==> src/rtl/lfsr_checker_sat_counter.sv <==
// Saturating up-counter with synchronous clear; a clear and an increment in the same cycle load 1.
// Latency: count reflects clr/inc one cycle after they are presented.
// Backpressure: none; holds at all-ones instead of wrapping.
//
// Ports: clk, rst (async active-low), clr, inc, count[W-1:0].
module sat_counter #(
    parameter int W = 16
) (
    input  logic         clk,
    input  logic         rst,
    input  logic         clr,
    input  logic         inc,
    output logic [W-1:0] count
);

    logic [W-1:0] count_q;
    logic [W-1:0] count_d;

    always_comb begin
        count_d = count_q;
        if (clr && inc) begin
            // The clear wipes history but the event in this cycle still counts.
            count_d = W'(1);
        end else if (clr) begin
            count_d = '0;
        end else if (inc && (count_q != {W{1'b1}})) begin
            count_d = count_q + W'(1);
        end
    end

    always_ff @(posedge clk or negedge rst) begin
        if (!rst) begin
            count_q <= '0;
        end else begin
            count_q <= count_d;
        end
    end

    assign count = count_q;

endmodule

==> config.mk <==
export PLATFORM = sky130hd
export DESIGN_NAME = sat_counter
export DESIGN_NICKNAME = d
export VERILOG_FILES = /design/src/rtl/lfsr_checker_sat_counter.sv
export SDC_FILE = /design/constraint.sdc
export NUM_CORES = 1
export LEC_CHECK = 0
export ABC_AREA = 1
export BUFFER_PORTS_ARGS = -buffer_cell sky130_fd_sc_hd__buf_2
export CAP_MARGIN = 20
export CORE_MARGIN = 4
export CORE_UTILIZATION = 50
export CTS_CLUSTER_DIAMETER = 40
export DETAILED_ROUTE_END_ITERATION = 7
export GPL_TIMING_DRIVEN = 0
export PLACE_DENSITY = 0.73
export SYNTH_ARGS = -nofsm -noshare
export SYNTH_HDL_FRONTEND = slang
export SYNTH_SLANG_ARGS = --single-unit
==> constraint.sdc <==
create_clock -name clk -period 4.4 [get_ports clk]
set_input_delay 0.88 -clock clk [delete_from_list [all_inputs] [get_ports clk]]
set_output_delay 0.88 -clock clk [all_outputs]
set_load 0.01 [all_outputs]
==> results.json <==
{
  "outcome": "finished clean",
  "core_area_mm2": 0.00196,
  "numCtsBuffers": 3,
  "startpoint_type": "flip-flop",
  "synth_cells": 149,
  "drc": 0,
  "switchingPower_w": 0.0000684,
  "largest_reg_flops": 16,
  "clock_skew_ns": 0.00195,
  "ys_ff_latch": 16,
  "syn_area_mm2": 0.00104,
  "drv_slew": 0,
  "root_buffer": "clkbuf_4",
  "fin_crit_sh": 0.430,
  "die_x_um": 53.6,
  "dp_slack_ns": 2.47,
  "diodes": 0,
  "end_kind": "flip-flop",
  "h-tree-depth": 1,
  "crit_fanout": 10,
  "drt-pass1-iter-count": 4,
  "clkLatencyLatePin_ns": 0.29,
  "fmax_mhz": 528,
  "vias": 1040,
  "rsz0062_at_grt": "false",
  "start_util": 0.531,
  "synth_warnings": 0,
  "timing.final.ws_setup_ns": 2.51,
  "fp-row-count": 16,
  "r2r-end": "count[11]",
  "setup_violations": 0,
  "slew_headroom": 0.689,
  "worstPathCellList": "ha_1, nand3_1, inv_2, nand2_2, nor2_2, nor2_4, buf_2, nand4_1, nand2_1",
  "ioPinCount": 20,
  "total_leakage_power_nw": 0.631,
  "placement.io_buffers": 19,
  "tightest_slew_ns": 0.466,
  "reg2reg_depth": 9,
  "yosysUniqueCellTypes": 23,
  "antenna_found_initial": 0,
  "drt-initial-drc-count": 27,
  "crit_arrival_ns": 2.12,
  "hold_viol": 0,
  "fin_nets": 178,
  "fin_crit_ns": 1.89,
  "avgSynthCellArea_um2": 6.99,
  "p_per_area_mw_per_mm2": 217,
  "vias_per_cell": 5.25,
  "cts_buffer_depth": 2,
  "cellInternalPower_w": 0.000190,
  "critPathSlowestCell": "dfrtp_1",
  "clock_sinks": 16,
  "ys_seq_area_frac": 0.385,
  "p_seq_frac": 0.592,
  "area.growth.synth_to_final_pct": 14.5,
  "grt_pass1_vias": 975,
  "r2r-start": "count[1]",
  "cts_resized": 0,
  "maxCapViolations": 0,
  "post_cts_buffers": 0,
  "r2r_slack_ns": 2.51,
  "fillers": 210,
  "finalSetupTns_ns": 0,
  "crit_type": "flip-flop to flip-flop",
  "peakVddDrop_uv": 143,
  "fin_util": 0.608,
  "dpl.hpwl_um": 1830,
  "cts_tree": "yes",
  "grt_overflow": 0,
  "drive_gt1_frac": 0.193,
  "dieHeight_um": 53.6,
  "gp_congestion": 0.837,
  "die_area_mm2": 0.00288,
  "wl_per_cell_um": 12.4,
  "syn-num-nets": 154,
  "grt_first_pass_wirelength_um": 4170,
  "grt.total_usage": 0.196,
  "clkTransAtPathRegs_ns": 0.09,
  "holdCritPathClass": "primary input to asynchronous set/reset pin",
  "cts_hold_buf": 0,
  "totalWireLength_um": 2450,
  "drtAntennaViolNets": 0,
  "grt_max_degree": 17,
  "required_ns": 4.63,
  "max_stage_delay_ns": 0.44,
  "p_clk_frac": 0.303,
  "comb_power_share": 0.104,
  "swShare": 0.264
}
-- through the flow --
step / hold WS [ns] / power, W / area, µm² / instances
2_1_floorplan: 0.561 / 0.000171 / 1040 / 149
3_3_place_gp: 0.533 / 0.000183 / 1170 / 195
3_5_place_dp: 0.541 / 0.000184 / 1170 / 195
4_1_cts: 0.503 / 0.000261 / 1190 / 198
5_1_grt: 0.515 / 0.000270 / 1190 / 198
6_report: 0.494 / 0.000259 / 1190 / 198
-- kinds of logic (layout without fill, tap and decap cells) --
family                     after synthesis  count (layout)  share of synthesized area
AOI/OAI and AO/OA                        6               6                     0.0409
xor gates and xnor gates                 3               3                     0.0252
DFF                                     16              16                      0.385
and+or+nand+nor                        108             108                      0.475
buffers and inverters                   15              37                     0.0625
adders and majority gates                1               1                     0.0120
-- area by class of cell --
class                      instances  area (µm²)  area share
clock buffer                       3        22.5      0.0189
inverter                          12        45.0      0.0378
tap                               27        33.8      0.0283
sequential                        16         400       0.336
timing repair buffer              19        95.1      0.0797
multi-input combinational        118         576       0.483
buffer                             3        20.0      0.0168
-- routing by layer --
| metal | track usage | routed length [µm] | vias up |
|---|---|---|---|
| li1 | - | - | 526 |
| met1 | 0.245 | 1150 | 484 |
| met2 | 0.341 | 1180 | 25 |
| met3 | 0.0249 | 82 | 5 |
| met4 | 0.0766 | 40 | 0 |
| met5 | 0 | 0 | - |
-- placed cells by master, fill, tap and decap left out, types with 2 or more instances in the layout --
cell type and count:
buf_2 20, clkbuf_4 3, dfrtp_1 16, inv_1 10
nand2_1 58, nand2_2 2, nand3_1 9, nand4_1 13
nor2_1 18, nor2_2 2, o21bai_1 4, or2_2 2
xor2_1 3
-- cell usage after synthesis, drive strengths merged --
library cell  number  area, µm²
nand2             60        230
nor2              22        111
dfrtp             16        400
nand4             13       81.3
inv               11       41.3
nand3              9       45.0
o21bai             4       30.0
or2                3       18.8
xor2               3       26.3
buf                2       16.3
a21boi             1       7.51
clkbuf             1       3.75
clkinv             1       3.75
ha                 1       12.5
nand3b             1       7.51
o21ai              1       5.00
-- power by group through the flow --
stage	Sequential, W	Clock [W]	Combinational, W
global route	0.000154	0.0000862	0.0000299
finish	0.000153	0.0000785	0.0000270
floorplan	0.000157	0	0.0000142
detailed placement	0.000156	0	0.0000275
global placement	0.000156	0	0.0000268
CTS	0.000153	0.0000805	0.0000275
-- how the worst max path moves through the flow --
stage	end	cells after the start	slack, ns	start
CTS	count[11]	9	2.51	count[1]
global placement	count[11]	5	2.49	clr
finish	count[11]	9	2.51	count[1]
detailed placement	count[11]	5	2.47	clr
global route	count[11]	9	2.40	count[0]
floorplan	count[2]	9	2.80	count[0]
-- critical path, delay by kind of cell, from the launching register on --
kind | cells | cell delay (ns)
AND/OR/NAND/NOR | 6 | 0.81
flip-flops | 1 | 0.44
buffers and inverters | 2 | 0.34
adder cells (fa/ha/maj) | 1 | 0.24
(Power assumes the default switching activity.)
